[config.mk]
export PLATFORM = sky130hd
export DESIGN_NAME = dmac_multi_chan_ctrl
export DESIGN_NICKNAME = d
export VERILOG_FILES = /design/src/rtl/dmac_multi_chan_ctrl.sv
export SDC_FILE = /design/constraint.sdc
export NUM_CORES = 1
export LEC_CHECK = 0
export ABC_CLOCK_PERIOD_IN_PS = 2140
export BUFFER_PORTS_ARGS = -buffer_cell sky130_fd_sc_hd__buf_2
export CELL_PAD_IN_SITES_DETAIL_PLACEMENT = 1
export CELL_PAD_IN_SITES_GLOBAL_PLACEMENT = 1
export CORE_MARGIN = 3
export CORE_UTILIZATION = 40
export CTS_BUF_LIST = sky130_fd_sc_hd__clkbuf_4 sky130_fd_sc_hd__clkbuf_8
export CTS_CLUSTER_SIZE = 40
export DETAILED_ROUTE_END_ITERATION = 7
export GPL_TIMING_DRIVEN = 0
export PLACE_DENSITY_LB_ADDON = 0.1
export SLEW_MARGIN = 5
export SYNTH_ARGS = -nofsm -noshare
export SYNTH_HDL_FRONTEND = slang
export SYNTH_SLANG_ARGS = --single-unit
[constraint.sdc]
create_clock -name clk -period 2.14 [get_ports clk]
set_input_delay 0.107 -clock clk [delete_from_list [all_inputs] [get_ports clk]]
set_output_delay 0.107 -clock clk [all_outputs]
set_load 0.005 [all_outputs]
[src/rtl/dmac_multi_chan_ctrl.sv]
`default_nettype none
//==============================================================================
// Module : dmac_multi_chan_ctrl
// Brief  : N-channel DMA main controller. Handles request arbitration, the bus handshake,
//          grant timeout and the completion interrupt. Define DMAC_RR_ARB_EN for
//          round-robin arbitration; otherwise the highest channel index wins.
// Rev    : 1.0
//==============================================================================
module dmac_multi_chan_ctrl #(
  parameter int NUM_CH        = 4,
  parameter int TMO_W         = 8,
  parameter int GRANT_TIMEOUT = 200
) (
  input  logic                      clk,
  input  logic                      rst,
  input  logic [NUM_CH-1:0]         dmac_req,
  input  logic [NUM_CH-1:0]         ch_mask,
  input  logic                      bus_grant,
  input  logic                      c_config,
  input  logic                      ch_done,
  input  logic                      con_new_sel,
  output logic                      bus_req,
  output logic                      hold,
  output logic                      con_en,
  output logic                      con_sel,
  output logic [NUM_CH-1:0]         ch_en,
  output logic [NUM_CH-1:0]         req_ack,
  output logic [$clog2(NUM_CH)-1:0] active_ch,
  output logic                      interrupt,
  output logic                      timeout_err
);

  localparam int                IDX_W      = $clog2(NUM_CH);
  localparam logic [TMO_W-1:0]  C_TMO_LAST = TMO_W'(GRANT_TIMEOUT - 1);
  localparam logic [NUM_CH-1:0] C_ONE      = NUM_CH'(1);

  typedef enum logic [1:0] {
    ST_IDLE = 2'd0,
    ST_REQ  = 2'd1,
    ST_XFER = 2'd2
  } state_t;

  state_t            r_state, w_state_nxt;
  logic [TMO_W-1:0]  r_tmo_cnt, w_tmo_cnt_nxt;
  logic [IDX_W-1:0]  r_active_ch, w_active_nxt;
  logic              r_bus_req, w_bus_req_nxt;
  logic              r_hold, w_hold_nxt;
  logic              r_con_en, w_con_en_nxt;
  logic [NUM_CH-1:0] r_ch_en, w_ch_en_nxt;
  logic [NUM_CH-1:0] r_req_ack, w_req_ack_nxt;
  logic              r_irq, w_irq_nxt;
  logic              r_tmo_err, w_tmo_err_nxt;
  logic [NUM_CH-1:0] w_elig;
  logic [NUM_CH-1:0] w_onehot;
  logic [IDX_W-1:0]  w_win;

  assign w_elig   = dmac_req & ch_mask;
  assign w_onehot = C_ONE << r_active_ch;

`ifdef DMAC_RR_ARB_EN
  logic [IDX_W-1:0] r_rr_ptr;

  function automatic logic [IDX_W-1:0] f_wrap_idx(input logic [IDX_W-1:0] base, input int off);
    int sum;
    sum = int'(base) + off;
    if (sum >= NUM_CH) sum = sum - NUM_CH;
    return IDX_W'(sum);
  endfunction

  // Descending offsets so the channel closest after the pointer is assigned last.
  always_comb begin
    w_win = '0;
    for (int k = NUM_CH - 1; k >= 0; k--) begin
      if (w_elig[f_wrap_idx(r_rr_ptr, k)]) w_win = f_wrap_idx(r_rr_ptr, k);
    end
  end

  // Only a real acknowledge advances the pointer; aborts and timeouts leave it alone.
  always_ff @(posedge clk or posedge rst) begin
    if (rst)
      r_rr_ptr <= '0;
    else if (r_state == ST_REQ && w_state_nxt == ST_XFER)
      r_rr_ptr <= f_wrap_idx(r_active_ch, 1);
  end
`else
  always_comb begin
    w_win = '0;
    for (int i = 0; i < NUM_CH; i++) begin
      if (w_elig[i]) w_win = IDX_W'(i);
    end
  end
`endif

  always_comb begin
    w_state_nxt   = r_state;
    w_tmo_cnt_nxt = '0;
    w_active_nxt  = r_active_ch;
    w_bus_req_nxt = 1'b0;
    w_hold_nxt    = 1'b0;
    w_con_en_nxt  = 1'b0;
    w_ch_en_nxt   = '0;
    w_req_ack_nxt = '0;
    w_irq_nxt     = 1'b0;
    w_tmo_err_nxt = 1'b0;
    case (r_state)
      ST_IDLE: begin
        if (|w_elig) begin
          w_state_nxt   = ST_REQ;
          w_active_nxt  = w_win;
          w_bus_req_nxt = 1'b1;
          w_hold_nxt    = 1'b1;
        end
      end
      ST_REQ: begin
        // A withdrawn request takes precedence over a simultaneous grant.
        if (!dmac_req[r_active_ch]) begin
          w_state_nxt = ST_IDLE;
        end else if (bus_grant && c_config) begin
          w_state_nxt   = ST_XFER;
          w_bus_req_nxt = 1'b1;
          w_hold_nxt    = 1'b1;
          w_con_en_nxt  = 1'b1;
          w_ch_en_nxt   = w_onehot;
          w_req_ack_nxt = w_onehot;
        end else if (r_tmo_cnt == C_TMO_LAST) begin
          w_state_nxt   = ST_IDLE;
          w_tmo_err_nxt = 1'b1;
        end else begin
          w_bus_req_nxt = 1'b1;
          w_hold_nxt    = 1'b1;
          w_tmo_cnt_nxt = r_tmo_cnt + TMO_W'(1);
        end
      end
      ST_XFER: begin
        if (ch_done) begin
          w_state_nxt = ST_IDLE;
          w_irq_nxt   = 1'b1;
        end else begin
          w_bus_req_nxt = 1'b1;
          w_hold_nxt    = 1'b1;
          w_con_en_nxt  = 1'b1;
          w_ch_en_nxt   = bus_grant ? w_onehot : '0;
        end
      end
      default: w_state_nxt = ST_IDLE;
    endcase
  end

  always_ff @(posedge clk or posedge rst) begin
    if (rst) begin
      r_state     <= ST_IDLE;
      r_tmo_cnt   <= '0;
      r_active_ch <= '0;
      r_bus_req   <= 1'b0;
      r_hold      <= 1'b0;
      r_con_en    <= 1'b0;
      r_ch_en     <= '0;
      r_req_ack   <= '0;
      r_irq       <= 1'b0;
      r_tmo_err   <= 1'b0;
    end else begin
      r_state     <= w_state_nxt;
      r_tmo_cnt   <= w_tmo_cnt_nxt;
      r_active_ch <= w_active_nxt;
      r_bus_req   <= w_bus_req_nxt;
      r_hold      <= w_hold_nxt;
      r_con_en    <= w_con_en_nxt;
      r_ch_en     <= w_ch_en_nxt;
      r_req_ack   <= w_req_ack_nxt;
      r_irq       <= w_irq_nxt;
      r_tmo_err   <= w_tmo_err_nxt;
    end
  end

  assign bus_req     = r_bus_req;
  assign hold        = r_hold;
  assign con_en      = r_con_en;
  assign con_sel     = (r_state == ST_XFER) ? con_new_sel : 1'b0;
  assign ch_en       = r_ch_en;
  assign req_ack     = r_req_ack;
  assign active_ch   = r_active_ch;
  assign interrupt   = r_irq;
  assign timeout_err = r_tmo_err;

endmodule
`default_nettype wire

* Word-level counts from Yosys, hierarchy flattened
Cells that the tools add are included.
** Storage, ports and cells
- Bits of input ports :: 14
- Output and inout port bits :: 16
- Memory bits (read-only) :: 0
- Register bits after elaboration :: 24
- RAM bits :: 0
- Bits in latches :: 0
- Memories kept :: 0
** Cells by class
- Muxes and demuxes :: 37
- Divide/modulo/power cells :: 0
- Equality and inequality tests :: 6
- Reductions and logical operators :: 5
- Multipliers :: 0
- Bitwise gates (word level) :: 1
- Shift operators :: 1
- $lt $le $gt $ge :: 1
- Add/subtract/negate cells :: 1
** Operators with widths (number)
- 8-bit 2-to-1 mux :: 4
- 4-bit 2-to-1 mux :: 5
- 1-bit 2-to-1 mux :: 16
- 2-bit 2-to-1 mux :: 7
- 8-bit by 1-bit adder with 8-bit output, second input constant :: 1
- 8-bit == test, second input constant :: 1
- 4-bit one-hot mux with 2 select lines :: 1
- 2-bit one-hot mux with 3 select lines :: 1
- 4-bit AND :: 1
- 2-bit inequality test, second input constant :: 2
- 4-bit inequality test, second input constant :: 1
- 4-bit OR reduction :: 1
- 1-bit by 2-bit << shifter with 4-bit output, first input constant :: 1
- 2-bit by 3-bit < comparator with 1-bit output, second input constant :: 1
- 1-bit one-hot mux with 3 select lines :: 1
- 3-bit AND reduction :: 1
- 1-bit binary-select mux with 2-bit select :: 1
- 2-bit by 1-bit == test with 1-bit output, second input constant :: 1
- 2-bit == test, second input constant :: 1
- 2-bit zero test :: 1
- 1-bit one-hot mux with 2 select lines :: 1
- 2-bit AND reduction :: 1
- 1-bit logical AND :: 1

* Logic depth before layout (Yosys ltp)
Gate-level depths: netlist of the first run.
- Word-level depth :: 5
- Gate-level depth with buffers :: 6
- Depth with buffers taken out :: 6

* Least setup slack after synthesis of the first run
Ideal clock, no wire load.
- Kind :: flip-flop to flip-flop
- Start point :: register r_tmo_cnt[0]
- End point :: register r_state[0]
- Stages on the path, launching flop included :: 6
- Slack :: 0.653 ns
- Arrival time :: 1.391 ns
- Setup time :: 0.096 ns
- Cells stage by stage :: dfrtp_1 > ha_1 > and4b_1 > nand3_1 > nand3_2 > a311oi_2
** On the way
- Cells in the longest elaborated chain, start to end :: 3
** Ends and longest elaborated chain
- from (decl) :: RTL line 44 : logic [TMO_W-1:0] r_tmo_cnt, w_tmo_cnt_nxt;
- from (signal assigned) :: RTL line 163 : r_tmo_cnt <= w_tmo_cnt_nxt;
- 8-bit == test :: RTL line 125 : end else if (r_tmo_cnt == C_TMO_LAST) begin
- 4-bit inequality test (no line)
- 3-bit AND reduction (no line)
- to (signal assigned) :: RTL line 162 : r_state <= w_state_nxt;
- to (decl) :: RTL line 43 : state_t r_state, w_state_nxt;
No other way between the ends.
A chain may end at the register's enable or synchronous reset.

* Worst setup path in the final report of the first run
Same ends and word-level chain as after synthesis.

==> results of run 1 <==
==> worst max-delay path, cell delays in order, from the launching register on <==
cell and delay [ns]:
dfrtp_1 0.45, ha_1 0.28, and4b_1 0.22, nand3_1 0.20, nand3_2 0.23, a311oi_2 0.33
==> cell type report <==
cell class,count,area (um2)
timing repair buffer,30,155.1
tap,30,37.54
clock buffer,3,22.52
fill,297,1204
multi-input combinational,74,501.7
sequential,24,600.6
buffer,3,20.02
clock inverter,1,30.03
inverter,5,18.77
==> placed cells by master, fill, tap and decap left out, drive strengths merged, types with 3 or more instances in the layout <==
master / netlist / layout
buf: 3 / 32
dfrtp: 24 / 24
nor2: 11 / 11
nand2: 8 / 8
nand3: 7 / 7
inv: 5 / 5
xor2: 5 / 5
ha: 5 / 5
a21oi: 5 / 5
and2: 3 / 3
o21ai: 3 / 3
clkbuf: 0 / 3
==> through the flow <==
stage / power [mW] / area (um2)
after floorplan: 0.9556 / 1141
after global placement: 1.102 / 1324
after detailed placement: 1.136 / 1324
after CTS: 1.475 / 1386
after global routing: 1.566 / 1386
final: 1.463 / 1386
==> registers in the layout (all words and copies together), names as in the netlist, 2 cells and up <==
name	cells
r_state	2
ch_en	4
r_tmo_cnt	8
active_ch	2
req_ack	4
==> cells by family (layout without fill, tap and decap cells) <==
family                   after synthesis  after routing  synth area share
XOR/XNOR                               6              6           0.04605
buffers and inverters                  8             42           0.03398
flip-flops                            24             24            0.5263
multiplexers                           2              2           0.01754
AND/OR/NAND/NOR                       43             43            0.2007
adder cells (fa/ha/maj)                5              5           0.05482
AO/OA/AOI/OAI                         18             18            0.1206
==> worst max path at each step <==
| stage | from | end | slack, ns | cells past startpoint |
|---|---|---|---|---|
| 2_1_floorplan | r_tmo_cnt[0] | r_state[0] | 0.65 | 5 |
| 3_3_place_gp | r_tmo_cnt[0] | r_state[0] | 0.43 | 5 |
| 3_5_place_dp | r_tmo_cnt[0] | r_state[0] | 0.38 | 5 |
| 4_1_cts | r_tmo_cnt[0] | r_state[0] | 0.30 | 5 |
| 5_1_grt | r_tmo_cnt[0] | r_state[0] | 0.21 | 5 |
| 6_report | r_tmo_cnt[0] | r_state[0] | 0.33 | 5 |
==> repair_timing <==
action	in CTS	in global routing
endpoints found under the hold margin	24	0
setup endpoints to repair	0	0
hold buffers	1	0
==> power by group <==
group          switching, mW  leakage [nW]  internal, mW
clock network          0.144        0.0279         0.190
registers             0.0493         0.325         0.521
logic                  0.328         0.344         0.230
==> synth_stat cells (all sizes together), types with 3 or more instances <==
cell type	instances
and2	3
o21ai	3
a21oi	5
nand3	7
inv	5
xor2	5
dfrtp	24
ha	5
nand2	8
nor2	11
buf	3
==> per-layer routing <==
| metal | wire length, um | vias to the layer above |
|---|---|---|
| met5 | 0 | - |
| met4 | 48 | 0 |
| met3 | 145 | 6 |
| met2 | 1366 | 27 |
| met1 | 1127 | 444 |
| li1 | - | 438 |
==> impl_metrics.json, run 1 <==
{
  "drc_errors": 0,
  "r2r_cells": 5,
  "rr_startpoint": "r_tmo_cnt[0]",
  "rsz0062_at_grt": "no",
  "critPathCaptureType": "flip-flop",
  "cts.sinks": 24,
  "grt_overflow_total": 0,
  "arrival_ns": 2.03,
  "critPathRequiredTime_ns": 2.37,
  "fin_util": 0.5353,
  "reg2reg_slack_ns": 0.33,
  "worst_clock_skew_ns": 0.006551,
  "synth_top_area_frac": 0.5263,
  "drive_gt1_frac": 0.2929,
  "htreeDepth": 1,
  "root_buffer": "clkbuf_4",
  "timing.hold.ws_ns": 0.01861,
  "synthArstFlopShare": 1.000,
  "setup_viol": 0,
  "grt_use_total": 0.1775,
  "ir_worst_vdd_uv": 584.2,
  "synth.avg_cell_area_um2": 10.77,
  "nNetsFinal": 160,
  "clock_latency_ns": 0.32,
  "ios": 30,
  "crit_fanout": 8,
  "grt_start_max_net_pins": 25,
  "initial_core_util": 0.4406,
  "hold_depth": 2,
  "hold_class": "input port to flip-flop",
  "cts_tree": "yes",
  "antenna_found_initial": 0,
  "ys_types": 33,
  "top_usage_layer": "met2",
  "synthTopCellsByArea": "dfrtp_1, ha_1, xor2_1, nor2_1, nand3_1",
  "cap_violations": 0,
  "reg2reg_to": "r_state[0]",
  "rows": 18,
  "post-cts-setup-buffer-count": 0,
  "synthCells": 106,
  "core_um2": 2590,
  "yosysTopAreaCell": "dfrtp_1",
  "port_buffers": 29,
  "met2_usage": 0.3089,
  "grt_pass1_wl_mm": 4.547,
  "path_class": "flip-flop to flip-flop",
  "grt_pass1_vias": 974,
  "power.leakage_nw": 0.6966,
  "hold_violations": 0,
  "dp.cells": 165,
  "die_x_um": 59.41,
  "postCtsResizedCells": 0,
  "netlist_area_um2": 1141,
  "period_needed_ns": 1.808,
  "pre_cts_ws_ns": 0.3761,
  "dr.first_iter.drc_count": 19,
  "final.period_utilization": 0.8450,
  "hp-start": "ch_done",
  "critPathLaunchType": "flip-flop",
  "clk_pin_slew_ns": 0.13,
  "place_congestion": 0.7930,
  "cts_buffers": 3,
  "drt_first_pass_iters": 4,
  "vias": 915,
  "outcome": "completed",
  "finalWirelength_mm": 2.687,
  "synth_edf_count": 0,
  "routedWlPerCell_um": 15.81,
  "cts_max_path_buffers": 2,
  "hold_path_end": "interrupt",
  "grtUsageMet1": 0.2066,
  "max_freq_mhz": 553.0,
  "met3_usage": 0.04575,
  "ys_warn_count": 0,
  "worst_pin_slew_ns": 0.8650,
  "antenna_left": 0,
  "fin_tns_setup_ns": 0,
  "synth_fp_nets": 125,
  "diodes": 0,
  "synthFlopType": "dfrtp_1",
  "dieArea_um2": 3530,
  "hpwl_mm": 2.082,
  "routed_via_density": 5.382,
  "die_y_um": 59.41,
  "worst_slack_ns": 0.3318,
  "syn2layout_area_growth_pct": 21.49,
  "ys_seq_area_frac": 0.5263,
  "relSlewSlack": 0.4227,
  "powerDensity_nw_per_um2": 1055,
  "final_max_slew_viol_count": 0,
  "finalNonFillerCells": 170,
  "ys_ff_latch": 24
}
No activity file was read; power rests on OpenSTA's default activity.
==> run 2: changes to the inputs <==
--- a/config.mk
+++ b/config.mk
@@ -5,7 +5,8 @@
 export SDC_FILE = /design/constraint.sdc
 export NUM_CORES = 1
 export LEC_CHECK = 0
-export ABC_CLOCK_PERIOD_IN_PS = 2140
+export ABC_AREA = 1
+export ABC_CLOCK_PERIOD_IN_PS = 1900
 export BUFFER_PORTS_ARGS = -buffer_cell sky130_fd_sc_hd__buf_2
 export CELL_PAD_IN_SITES_DETAIL_PLACEMENT = 1
 export CELL_PAD_IN_SITES_GLOBAL_PLACEMENT = 1
==> constraint.sdc (replaced) <==
create_clock -name clk -period 1.9 [get_ports clk]
set_input_delay 0.095 -clock clk [delete_from_list [all_inputs] [get_ports clk]]
set_output_delay 0.095 -clock clk [all_outputs]
set_load 0.005 [all_outputs]
==> run 2 against run 1 <==
Setup slack got worse by 0.087 ns. Synthesized area increased by 6.5%. Via count is 9.4% higher. Highest routed layer unchanged. Clock skew is 0.0037 ns higher. Count of clock-buffer cells in the layout is the same. Largest cell class unchanged. Flip-flop and latch count stayed put. Register-to-register slack lost 0.09 ns. Sequential share of layout area decreased by 2.5 points. Critical path depth up 3. Critical path type unchanged. Final area increased by 6.1%. Fmax grew 9.3%. Global-route usage shrank 0.82 points.
==> impl_metrics.json, run 2 <==
{
  "synth.avg_cell_area_um2": 8.740,
  "dieArea_um2": 3734,
  "ys_warn_count": 0,
  "drc_errors": 0,
  "synth_most_common_cell": "nand2_1",
  "antenna_left": 0,
  "cts_tree": "yes",
  "final_area_um2": 1471,
  "grt_start_max_net_pins": 25,
  "synthFlopType": "dfrtp_1",
  "setup_viol": 0,
  "die_y_um": 61.11,
  "root_buffer": "clkbuf_4",
  "rsz0062_at_grt": "no",
  "final.period_utilization": 0.8711,
  "cts_max_path_buffers": 2,
  "routedWlPerCell_um": 13.11,
  "power.leakage_nw": 0.8247,
  "initial_core_util": 0.4295,
  "finalWirelength_mm": 2.687,
  "cts.sinks": 24,
  "max_freq_mhz": 604.2,
  "hold_violations": 0,
  "synth_top_area_frac": 0.4943,
  "diodes": 0,
  "hold_class": "input port to flip-flop",
  "synth_edf_count": 0,
  "largest_register_ff_count": 8,
  "cts_buffers": 3,
  "place_area_um2": 1399,
  "final_max_slew_viol_count": 0,
  "relSlewSlack": 0.4195,
  "drive_gt1_frac": 0.2586,
  "place_congestion": 0.7576,
  "synthArstFlopShare": 1.000,
  "clock_latency_ns": 0.33,
  "outcome": "completed",
  "antenna_found_initial": 0,
  "core_um2": 2829,
  "synth_common_cells": "nand2_1, dfrtp_1, nor2_1",
  "cp_cell_sequence": "inv_1 > ha_1 > inv_1 > nor2_1 > a21oi_1 > nand2_2 > nand2_1 > nand2_1",
  "htreeDepth": 1,
  "hpwl_mm": 2.134,
  "final_common_cell": "buf_2",
  "critPathMaxStageDelay_ns": 0.44,
  "cap_violations": 0,
  "cp_slowest_cell": "dfrtp_1",
  "synthTopCellsByArea": "dfrtp_1, nand2_1, nor2_1, inv_1, ha_1",
  "fin_tns_setup_ns": 0,
  "period_needed_ns": 1.655,
  "yosysTopAreaCell": "dfrtp_1",
  "fillers": 356,
  "die_x_um": 61.11,
  "port_buffers": 29,
  "crit_buf_inv": 2,
  "synthCells": 139,
  "powerDensity_nw_per_um2": 1154,
  "ys_types": 24,
  "critPathCaptureType": "flip-flop",
  "ios": 30,
  "path_class": "flip-flop to flip-flop",
  "syn2layout_area_growth_pct": 21.11,
  "drt_first_pass_iters": 4,
  "rows": 19,
  "synth_fp_nets": 158,
  "routed_via_density": 4.883,
  "grt_use_total": 0.1693,
  "crit_fanout": 7,
  "final_cell_mix": "buf_2, nand2_1, dfrtp_1",
  "netlist_area_um2": 1215,
  "grt_pass1_wl_mm": 4.581,
  "worst_pin_slew_ns": 0.8698,
  "grt_overflow_total": 0,
  "crit_family": "simple AND/OR/NAND/NOR gates",
  "clk_pin_slew_ns": 0.12,
  "critPathLaunchType": "flip-flop",
  "ys_seq_area_frac": 0.4943,
  "dr.first_iter.drc_count": 30,
  "ir_worst_vdd_uv": 536.1,
  "critPathRequiredTime_ns": 2.17,
  "grt_pass1_vias": 1007,
  "arrival_ns": 1.92,
  "largest_register": "r_tmo_cnt",
  "vias": 1001,
  "worst_clock_skew_ns": 0.01029,
  "ys_ff_latch": 24,
  "nNetsFinal": 194
}
run 2: path summary, 6_finish.rpt:
path | start | endpoint | slack (ns) | depth (start not counted)
setup / recovery | r_state[0] | r_state[1] | 0.24 | 8
hold reg to reg | r_tmo_cnt[0] | r_tmo_cnt[0] | 0.46 | 1
hold / removal | ch_mask[3] | active_ch[0] | 0.04 | 3
max in group asynchronous | rst | interrupt | 0.88 | 3
setup reg to reg | r_state[0] | r_state[1] | 0.24 | 8
min in group asynchronous | rst | req_ack[1] | 0.47 | 3
run 2: kinds of logic (layout without fill, tap and decap cells):
group / count (synthesis) / after routing / synth area share
simple gates: 75 / 75 / 0.2894
compound gates: 11 / 11 / 0.05149
xor+xnor: 3 / 3 / 0.02163
buf+inv: 21 / 56 / 0.09165
fa+ha+maj: 5 / 5 / 0.05149
flops: 24 / 24 / 0.4943
run 2: worst register-to-register path: cells and delay by family (launching register included):
family          cells  cell delay, ns
simple gates        4            0.62
compound gates      1            0.19
fa+ha+maj           1            0.20
buf+inv             2            0.15
flops               1            0.44
run 2: cell type report:
type | count | area [um2] | share of cell area
inverters | 19 | 71.32 | 0.04847
clock buffers | 3 | 22.52 | 0.01531
plain buffers | 2 | 40.04 | 0.02721
well taps | 31 | 38.79 | 0.02636
flip-flops and latches | 24 | 600.6 | 0.4082
repair buffers | 31 | 165.2 | 0.1122
multi-input cells | 94 | 503.0 | 0.3418
clock inverters | 1 | 30.03 | 0.02041
run 2: power by group:
part	switching, mW	internal [mW]	total [mW]
registers	0.0744	0.582	0.657
clock network	0.155	0.214	0.368
logic	0.377	0.296	0.673
total	0.606	1.09	1.70
run 2: routing by layer:
layer / vias up / track usage / part of all wire
met3: 6 / 0.03983 / 0.033
met5: - / 0 / 0
met1: 462 / 0.1908 / 0.42
met4: 0 / 0.06811 / 0.018
met2: 19 / 0.3051 / 0.53
li1: 514 / - / -
run 2: repair_timing:
| action | CTS | global route |
|---|---|---|
| setup buffers | 0 | 0 |
| resized for setup | 0 | 0 |
| hold endpoints to repair | 25 | 0 |
| hold buffers | 2 | 0 |
run 2: metrics by stage:
stage / power [mW] / hold WS (ns) / utilization / setup slack [ns] / cells
after floorplan: 1.150 / 0.1096 / - / 0.5660 / 139
after global placement: 1.313 / 0.3048 / 0.4945 / 0.3549 / 199
after detailed placement: 1.346 / 0.3049 / 0.4945 / 0.2415 / 199
after CTS: 1.722 / 0.03295 / 0.5201 / 0.2138 / 205
after global routing: 1.836 / 0.04397 / 0.5201 / 0.03817 / 205
final: 1.698 / 0.03877 / 0.5201 / 0.2450 / 205
